[src/rtl/mem_pkg.sv]
// Shared encodings for the byte-wide memory arbiter: access sizes, requester kinds, FSM states.
package mem_pkg;

   localparam logic [1:0]  SZ_B        = 2'd0;
   localparam logic [1:0]  SZ_H        = 2'd1;
   localparam logic [1:0]  SZ_W        = 2'd2;
   localparam logic [31:0] IO_BASE_DEF = 32'h0003_0000;

   typedef enum logic [1:0] {K_IF, K_LD, K_ST} kind_e;

   typedef enum logic [2:0] {S_IDLE, S_READ, S_READ_TAIL, S_WRITE, S_DONE} state_e;

endpackage

[src/rtl/mem_byte_pack.sv]
// Byte-level helpers for the arbiter: byte count per access size, write lane select,
// and sign/zero extension of an assembled read word.
module mem_byte_pack
   import mem_pkg::*;
(
   input  logic [1:0]  size_i,
   input  logic [1:0]  idx_i,
   input  logic        signed_i,
   input  logic [31:0] st_data_i,
   input  logic [31:0] rd_word_i,
   output logic [2:0]  nbytes_o,
   output logic [7:0]  wr_byte_o,
   output logic [31:0] ext_word_o
);

   function automatic logic [31:0] extend(input logic [31:0] w, input logic [1:0] sz,
                                          input logic sgn);
      logic signed [7:0]  b;
      logic signed [15:0] h;
      b = signed'(w[7:0]);
      h = signed'(w[15:0]);
      case (sz)
         SZ_B:    extend = sgn ? 32'(b) : {24'd0, w[7:0]};
         SZ_H:    extend = sgn ? 32'(h) : {16'd0, w[15:0]};
         default: extend = w;
      endcase
   endfunction

   always_comb begin
      case (size_i)
         SZ_B:    nbytes_o = 3'd1;
         SZ_H:    nbytes_o = 3'd2;
         default: nbytes_o = 3'd4;   // encoding 3 behaves as a word
      endcase
      wr_byte_o  = st_data_i[{idx_i, 3'b000} +: 8];
      ext_word_o = extend(rd_word_i, size_i, signed_i);
   end

endmodule

[src/rtl/mem_arbiter.sv]
// Owns the byte-wide RAM/IO port: arbitrates fetch, load and store requests and
// serialises each grant into 1..4 byte accesses.
module mem_arbiter
   import mem_pkg::*;
#(
   parameter int unsigned DATA_BURST = 2,
   parameter logic [31:0] IO_BASE    = IO_BASE_DEF
) (
   input  logic        clk_i,
   input  logic        rst_ni,
   input  logic        rdy_i,
   input  logic        clear_i,
   input  logic        io_buffer_full_i,
   input  logic        if_req_i,
   input  logic [31:0] if_addr_i,
   output logic        if_done_o,
   output logic [31:0] if_data_o,
   input  logic        ld_req_i,
   input  logic [31:0] ld_addr_i,
   input  logic [1:0]  ld_size_i,
   input  logic        ld_signed_i,
   output logic        ld_done_o,
   output logic [31:0] ld_data_o,
   input  logic        st_req_i,
   input  logic [31:0] st_addr_i,
   input  logic [1:0]  st_size_i,
   input  logic [31:0] st_data_i,
   output logic        st_done_o,
   output logic [31:0] mem_a_o,
   output logic        mem_wr_o,
   output logic [7:0]  mem_dout_o,
   input  logic [7:0]  mem_din_i
);

   localparam logic [7:0] BURST_MAX = 8'(DATA_BURST);

   state_e      state_q, state_d;
   kind_e       kind_q, kind_d;
   logic [31:0] addr_q, addr_d, wdata_q, wdata_d, data_q;
   logic [1:0]  size_q, size_d, idx_q, idx_d, pidx_q, pidx_d;
   logic        sgn_q, sgn_d, pend_q, pend_d;
   logic [7:0]  burst_q, burst_d;
   logic [2:0]  nbytes;
   logic [7:0]  wr_byte;
   logic [31:0] cur_a, ext_word;
   logic        last, io_blocked, grant_st, grant_ld, grant_if;

   mem_byte_pack u_pack (
      .size_i     (size_q),
      .idx_i      (idx_q),
      .signed_i   (sgn_q),
      .st_data_i  (wdata_q),
      .rd_word_i  (data_q),
      .nbytes_o   (nbytes),
      .wr_byte_o  (wr_byte),
      .ext_word_o (ext_word)
   );

   assign cur_a      = addr_q + {30'd0, idx_q};
   assign last       = ({1'b0, idx_q} == nbytes - 3'd1);
   assign io_blocked = (cur_a >= IO_BASE) && io_buffer_full_i;
   assign if_data_o  = data_q;
   assign ld_data_o  = ext_word;

   // A flush drops speculative fetch/load requests but never a committed store.
   always_comb begin
      grant_st = 1'b0;
      grant_ld = 1'b0;
      grant_if = 1'b0;
      if (state_q == S_IDLE) begin
         if (clear_i)                                grant_st = st_req_i;
         else if (if_req_i && burst_q == BURST_MAX)  grant_if = 1'b1;
         else if (st_req_i)                          grant_st = 1'b1;
         else if (ld_req_i)                          grant_ld = 1'b1;
         else                                        grant_if = if_req_i;
      end
   end

   always_comb begin
      state_d    = state_q;
      kind_d     = kind_q;
      addr_d     = addr_q;
      size_d     = size_q;
      sgn_d      = sgn_q;
      wdata_d    = wdata_q;
      idx_d      = idx_q;
      pidx_d     = pidx_q;
      pend_d     = 1'b0;
      burst_d    = burst_q;
      mem_a_o    = '0;
      mem_wr_o   = 1'b0;
      mem_dout_o = '0;
      if_done_o  = 1'b0;
      ld_done_o  = 1'b0;
      st_done_o  = 1'b0;
      case (state_q)
         S_IDLE: begin
            idx_d = '0;
            if (grant_st) begin
               state_d = S_WRITE;  kind_d = K_ST;  addr_d = st_addr_i;
               size_d  = st_size_i; sgn_d = 1'b0; wdata_d = st_data_i;
            end else if (grant_ld) begin
               state_d = S_READ;   kind_d = K_LD;  addr_d = ld_addr_i;
               size_d  = ld_size_i; sgn_d = ld_signed_i;
            end else if (grant_if) begin
               state_d = S_READ;   kind_d = K_IF;  addr_d = if_addr_i;
               size_d  = SZ_W;     sgn_d  = 1'b0;
            end
            if (grant_if)
               burst_d = '0;
            else if ((grant_st || grant_ld) && if_req_i && burst_q != BURST_MAX)
               burst_d = burst_q + 8'd1;
         end
         S_READ: begin
            mem_a_o = cur_a;
            if (clear_i) begin
               state_d = S_IDLE;
               burst_d = '0;
            end else begin
               pend_d = 1'b1;
               pidx_d = idx_q;
               if (last) state_d = S_READ_TAIL;
               else      idx_d   = idx_q + 2'd1;
            end
         end
         S_READ_TAIL: begin
            if (clear_i) begin
               state_d = S_IDLE;
               burst_d = '0;
            end else begin
               state_d = S_DONE;
            end
         end
         S_WRITE: begin
            mem_a_o = cur_a;
            if (!io_blocked) begin
               mem_wr_o   = 1'b1;
               mem_dout_o = wr_byte;
               if (last) state_d = S_DONE;
               else      idx_d   = idx_q + 2'd1;
            end
         end
         S_DONE: begin
            if_done_o = (kind_q == K_IF);
            ld_done_o = (kind_q == K_LD);
            st_done_o = (kind_q == K_ST);
            state_d   = S_IDLE;
            idx_d     = '0;
         end
         default: state_d = S_IDLE;
      endcase
      if (!if_req_i) burst_d = '0;
      // While frozen, keep presenting the address whose byte is still owed so
      // mem_din carries that byte when the pipeline resumes.
      if (!rdy_i) begin
         mem_wr_o   = 1'b0;
         mem_dout_o = '0;
         if_done_o  = 1'b0;
         ld_done_o  = 1'b0;
         st_done_o  = 1'b0;
         if (pend_q) mem_a_o = addr_q + {30'd0, pidx_q};
      end
   end

   always_ff @(posedge clk_i or negedge rst_ni) begin
      if (!rst_ni) begin
         state_q <= S_IDLE;
         kind_q  <= K_IF;
         addr_q  <= '0;
         size_q  <= '0;
         sgn_q   <= 1'b0;
         wdata_q <= '0;
         idx_q   <= '0;
         pidx_q  <= '0;
         pend_q  <= 1'b0;
         burst_q <= '0;
         data_q  <= '0;
      end else if (rdy_i) begin
         state_q <= state_d;
         kind_q  <= kind_d;
         addr_q  <= addr_d;
         size_q  <= size_d;
         sgn_q   <= sgn_d;
         wdata_q <= wdata_d;
         idx_q   <= idx_d;
         pidx_q  <= pidx_d;
         pend_q  <= pend_d;
         burst_q <= burst_d;
         if (pend_q) data_q[{pidx_q, 3'b000} +: 8] <= mem_din_i;
      end
   end

endmodule

[config.mk]
export PLATFORM = sky130hd
export DESIGN_NAME = mem_arbiter
export DESIGN_NICKNAME = d
export VERILOG_FILES = /design/src/rtl/mem_pkg.sv /design/src/rtl/mem_byte_pack.sv /design/src/rtl/mem_arbiter.sv
export SDC_FILE = /design/constraint.sdc
export NUM_CORES = 1
export LEC_CHECK = 0
export ABC_CLOCK_PERIOD_IN_PS = 5270
export CAP_MARGIN = 20
export CORE_ASPECT_RATIO = 0.8
export CORE_MARGIN = 2
export CORE_UTILIZATION = 47
export CTS_CLUSTER_SIZE = 14
export DETAILED_ROUTE_END_ITERATION = 8
export GPL_TIMING_DRIVEN = 0
export HOLD_SLACK_MARGIN = 0.06
export PLACE_DENSITY_LB_ADDON = 0.08
export SLEW_MARGIN = 20
export SYNTH_ARGS = -nofsm -noshare
export SYNTH_HDL_FRONTEND = slang
export SYNTH_SLANG_ARGS = --single-unit
[constraint.sdc]
create_clock -name clk_i -period 5.27 [get_ports clk_i]
set_clock_uncertainty 0.2 [all_clocks]
set_input_delay 1.054 -clock clk_i [delete_from_list [all_inputs] [get_ports clk_i]]
set_output_delay 1.054 -clock clk_i [all_outputs]
set_load 0.03 [all_outputs]
* After elaboration in Yosys (flattened, before gate mapping) *
Index checks and enable logic that the tools add are counted.
Widths: inputs -> output; s select.

operators by class
  $add $sub $neg = 6
  $lt $le $gt $ge = 1
  eq/ne operators = 18
  shift operators = 3
  mux-type cells = 66
  bitwise gates (word level) = 1
  reduce and logical (&&, ||, !) cells = 20

operator list
  kind                    number
  $mux 32                 8
  $add 32x2->32           2
  $pmux 32 s2             1
  $mux 8                  7
  $bwmux 32               1
  $ge 32x18->1 const B    1
  $shift 8x7->32 const A  1
  $shiftx 32x6->8         1
  $shiftx 8x7->32         1
  $mux 1                  28
  $mux 3                  8
  $mux 2                  9
  $pmux 8 s2              1
  $pmux 3 s4              1
  $reduce_and 3->1        3
  $add 8x1->8 const B     1
  $eq 8x2->1 const B      1
  $ne 8x2->1 const B      1
  $reduce_and 4->1        2
  $neg 5->7               1
  $eq 3x2->1 const B      2
  $ne 2x2->1 const B      3
  $ne 3x3->1 const B      2
  $pmux 2 s3              1
  other kinds (20)        28

word-level totals
  flip-flop bits (word level) = 117
  input bits = 149
  output and inout port bits = 108
  logic and storage cells = 126

* Logic depth before layout (Yosys ltp) *
  depth in word-level cells = 12
  mapped depth = 11
  gate-level depth less buffers = 10

* Modules after synthesis *
A second synthesis with hierarchy kept.

unflattened totals
  cell total of the unflattened synthesis = 876
  area, all modules = 7,742.4 µm²

modules (own cells, without submodules)
  module         instances  cells an instance  area an instance (µm²)  seq. area each (µm²)
  mem_arbiter    1          797                7,191.9                 2,927.8
  mem_byte_pack  1          79                 550.5                   0.0

* Least setup slack after synthesis *
OpenSTA, ideal clock, no wires.

  kind = flip-flop to output port
  from = register idx_q[1]
  to = output mem_dout_o[0]
  arrival time = 3.332 ns
  data required time = 4.016 ns
  slack = 0.684 ns
  cell stages (with the launch flop) = 10
  buffers on the path = 0
  path through = dfrtp_1 ha_1 a21oi_1 or4_4 nor4_1 xor2_1 or4_1 nor4_4 o2111ai_2 nor2b_1

on the way
  longest elaborated chain between the ends = 6
  elaborated cells on any way between the ends = 7
  classes of those cells = add/sub: 1; order compare: 1; shift: 1; mux: 3; reduce/logical: 1

RTL lines
  item                    RTL line            RTL
  start, declared         mem_arbiter.sv:40   logic [1:0] size_q, size_d, idx_q, idx_d, pidx_q, pidx_d;
  start signal, assigned  mem_arbiter.sv:185  idx_q <= idx_d;
  $add 32x2->32           mem_arbiter.sv:59   assign cur_a = addr_q + {30'd0, idx_q};
  $ge 32x18->1            mem_arbiter.sv:61   assign io_blocked = (cur_a >= IO_BASE) && io_buffer_full_i;
  $logic_and 1x1->1       mem_arbiter.sv:61
  $mux 8 *                mem_arbiter.sv:136  if (!io_blocked) begin
  $mux 8 *                mem_arbiter.sv:96   case (state_q)
  $mux 8 *                mem_arbiter.sv:155  if (!rdy_i) begin
  end, declared           mem_arbiter.sv:31   output logic [7:0] mem_dout_o,

Every way passes the cells marked *; elsewhere a longest branch is shown, timed or not.

* Worst setup path in the final report *
  from = register idx_q[1]
  to = output mem_dout_o[5]

Same word-level chain as after synthesis.

==> run metrics <==
GRT Resource Usage Total 0.321; startpoint type of the worst setup path register; worst hold path type reg2reg; port bufs 255; sequential share of the synthesized area 0.389; pin count of the biggest net entering global routing 68; Die Span X roughly 150 µm; synthesized cell area roughly 7500 µm²; TNS Setup -0.0101 ns; top_reg_cell synth dfrtp_1; TritonCTS Sinks 117; yosys warns 0; I/O pins 257; gpl congestion 0.987; core area 15700 µm²; # DRC 0; Final WS setup -0.0101 ns; # fillers about 1300; DR iter-0 viols roughly 900; Avg Inst Size Synth slightly below 9 µm²; Pre-antenna DRT Iters 7; vias in the first global route roughly 7700; most frequent cells in the layout clkdlybuf4s50_1, dfrtp_1, nand2_1; leading cell type in the layout, fill and taps excluded clkdlybuf4s50_1; H-tree levels 4; reg-to-reg startpoint idx_q[1]; Post-Route WL between 20 and 30 mm; combinational power share 0.493; fin. max-slew vios 0; CTS tree yes; Synth Register Bits between 100 and 150; Die Y roughly 120 µm; first-pass GRT wire length around 42 mm; slowest CP cell or4_1; DP HPWL about 21 mm; worst IR drop on VDD ~280 µV; Layout Utilization 0.703; critical path launch point idx_q[1]; Vias between 8000 and 9000; LEAKAGE 4.65 nW; Multi-input gate area between 4000 and 5000 µm²; antenna violations before repair 1; via/cell ratio ~6; CP max FO 5; drt wl/cell ~20 µm; status complete, but fails checks; Psw roughly 0.0023 W; GRT overflow 0; CTS clk-pin slew, worst paths roughly 0.060 ns; Max Cap Violations 0; register share of total power 0.287; Rows 41; clk buf depth 2; worst-path cell chain ha_1, a21oi_1, or4_4, nor4_2, xor2_1, or4_1, nor4_4, buf_4, o2111ai_2, nor2b_2, clkdlybuf4s15_2; share of layout cells above drive strength 1 0.110; CP Class reg2out; Worst EP arrival 4.03 ns; pwr dens about 480 nW/µm²; hold path start burst_q[7]; Final period util 1.00; Root Buffer clkbuf_16; Switching Fraction 0.443; final net count approximately 1300; cell family with most CP delay simple AND/OR/NAND/NOR gates; P&R area growth vs syn 46.7%; Hold Slack between 0.2 and 0.3 ns; Final ANT Viol Nets 0; worst skew pair latency ~0.41 ns; Worst Max-Slew Pin Slew 1.01 ns; Num CTS Buffers 17; normalized max-slew margin 0.327; Critical Path Sink Type primary output; register area roughly 2900 µm²; die area 17000 µm²; Syn Nets ~1000; Post-synth ARST share 1.00; failing checks setup timing; Final setup viols 1; Req. time, crit path between 4 and 5 ns; Netlist cell types 61; slowest cell delay on critical path approximately 0.60 ns; RSZ-0062 raised after global routing true; pre-CTS WS -0.388 ns; worst path bufs/invs 2; Internal Power approximately 0.003 W; Synth Instances about 860; Max Freq approximately 190 MHz; Final min period 5.28 ns; EDFF count, synth 0; CTS Hold Bufs 0; final hold violation count 0; initial core utilization 0.479; Clock Power Share 0.220
power by group through the flow:
stage | combinational (W) | clock [W] | sequential (W)
2_1_floorplan | 0.00161 | 0 | 0.00140
3_3_place_gp | 0.00258 | 0 | 0.00140
3_5_place_dp | 0.00262 | 0 | 0.00141
4_1_cts | 0.00261 | 0.00117 | 0.00143
5_1_grt | 0.00279 | 0.00121 | 0.00154
6_report | 0.00259 | 0.00116 | 0.00151
per-stage QoR:
stage	power [W]	instances	instance area, µm²
CTS	0.00521	1359	11000
global route	0.00554	1354	11000
global placement	0.00398	1325	10300
floorplan	0.00302	855	7520
finish	0.00526	1355	11000
detailed placement	0.00404	1328	10400
cells by family (layout without fill, tap and decap cells):
group | count (synthesis) | in the layout | synth area share
AO/OA/AOI/OAI | 294 | 295 | 0.252
adder cells (fa/ha/maj) | 13 | 13 | 0.0236
flip-flops | 117 | 117 | 0.389
AND/OR/NAND/NOR | 280 | 280 | 0.190
other | 0 | 1 | 0
XOR/XNOR | 13 | 13 | 0.0151
multiplexers | 45 | 45 | 0.0792
buffers and inverters | 93 | 376 | 0.0507
registers in the layout (all words and copies together), names as in the netlist:
signal     cells
size_q         2
idx_q          2
pidx_q         2
state_q        3
sgn_q          1
pend_q         1
wdata_q       32
addr_q        32
if_data_o     32
burst_q        8
kind_q         2
cell type report:
| class | count | share of cell area |
|---|---|---|
| clock inverters | 15 | 0.0151 |
| clock buffers | 17 | 0.0385 |
| repair buffers | 260 | 0.235 |
| flip-flops and latches | 117 | 0.265 |
| plain buffers | 65 | 0.0253 |
| multi-input cells | 646 | 0.389 |
| diodes | 1 | 0.000227 |
| well taps | 215 | 0.0244 |
| inverters | 19 | 0.00646 |
what timing repair did:
item                       4_1_cts  5_1_grt
gates resized for setup         29       13
setup endpoints to repair        9       19
setup buffers                    2        0
pin swaps                        1        2
cloned                           0        1
final timing paths:
check	endpoint	slack (ns)	cells past startpoint
min reg2reg	burst_q[7]	0.28	1
max reg2reg	state_q[1]	1.57	11
max	mem_dout_o[5]	-0.01	11
min in group asynchronous	if_data_o[30]	0.44	1
min	burst_q[7]	0.28	1
max in group asynchronous	addr_q[19]	3.74	2
synthesized netlist by cell type (5+ instances only):
master	count	area, µm²
mux4_2	8	180
nand3_1	26	130
mux2_2	35	394
ha_1	11	138
nand2b_1	12	75.1
inv_1	19	71.3
a31oi_1	10	62.6
and4_1	5	43.8
xnor2_1	6	52.6
clkbuf_1	61	229
a21o_1	16	120
nor4_1	14	87.6
a211oi_1	12	90.1
buf_4	8	60.1
o22ai_1	6	37.5
o21ai_0	84	420
a22o_1	66	578
a21oi_1	74	370
nor3_1	16	80.1
nor2b_1	13	81.3
dfrtp_1	117	2930
nand2_1	85	319
and3_1	10	62.6
nor2_1	56	210
nand4_1	17	106
xor2_1	7	61.3
nor3b_1	5	37.5
worst register-to-register path, stage by stage (launching register included):
cell and delay, ns:
dfrtp_1 0.45, ha_1 0.31, a21oi_1 0.14, or4_4 0.55, nor4_2 0.30, xor2_1 0.09
or4_1 0.60, nor4_4 0.16, buf_4 0.20, buf_4 0.14, o21ai_1 0.11, o32a_1 0.34
routing by layer:
| layer | up-vias | track usage | wire length [µm] |
|---|---|---|---|
| met5 | - | 0 | 13 |
| met4 | 2 | 0.0824 | 335 |
| met3 | 35 | 0.0922 | 3030 |
| met2 | 458 | 0.507 | 12300 |
| met1 | 3910 | 0.442 | 11900 |
| li1 | 3718 | - | - |
(Power assumes the default switching activity.)
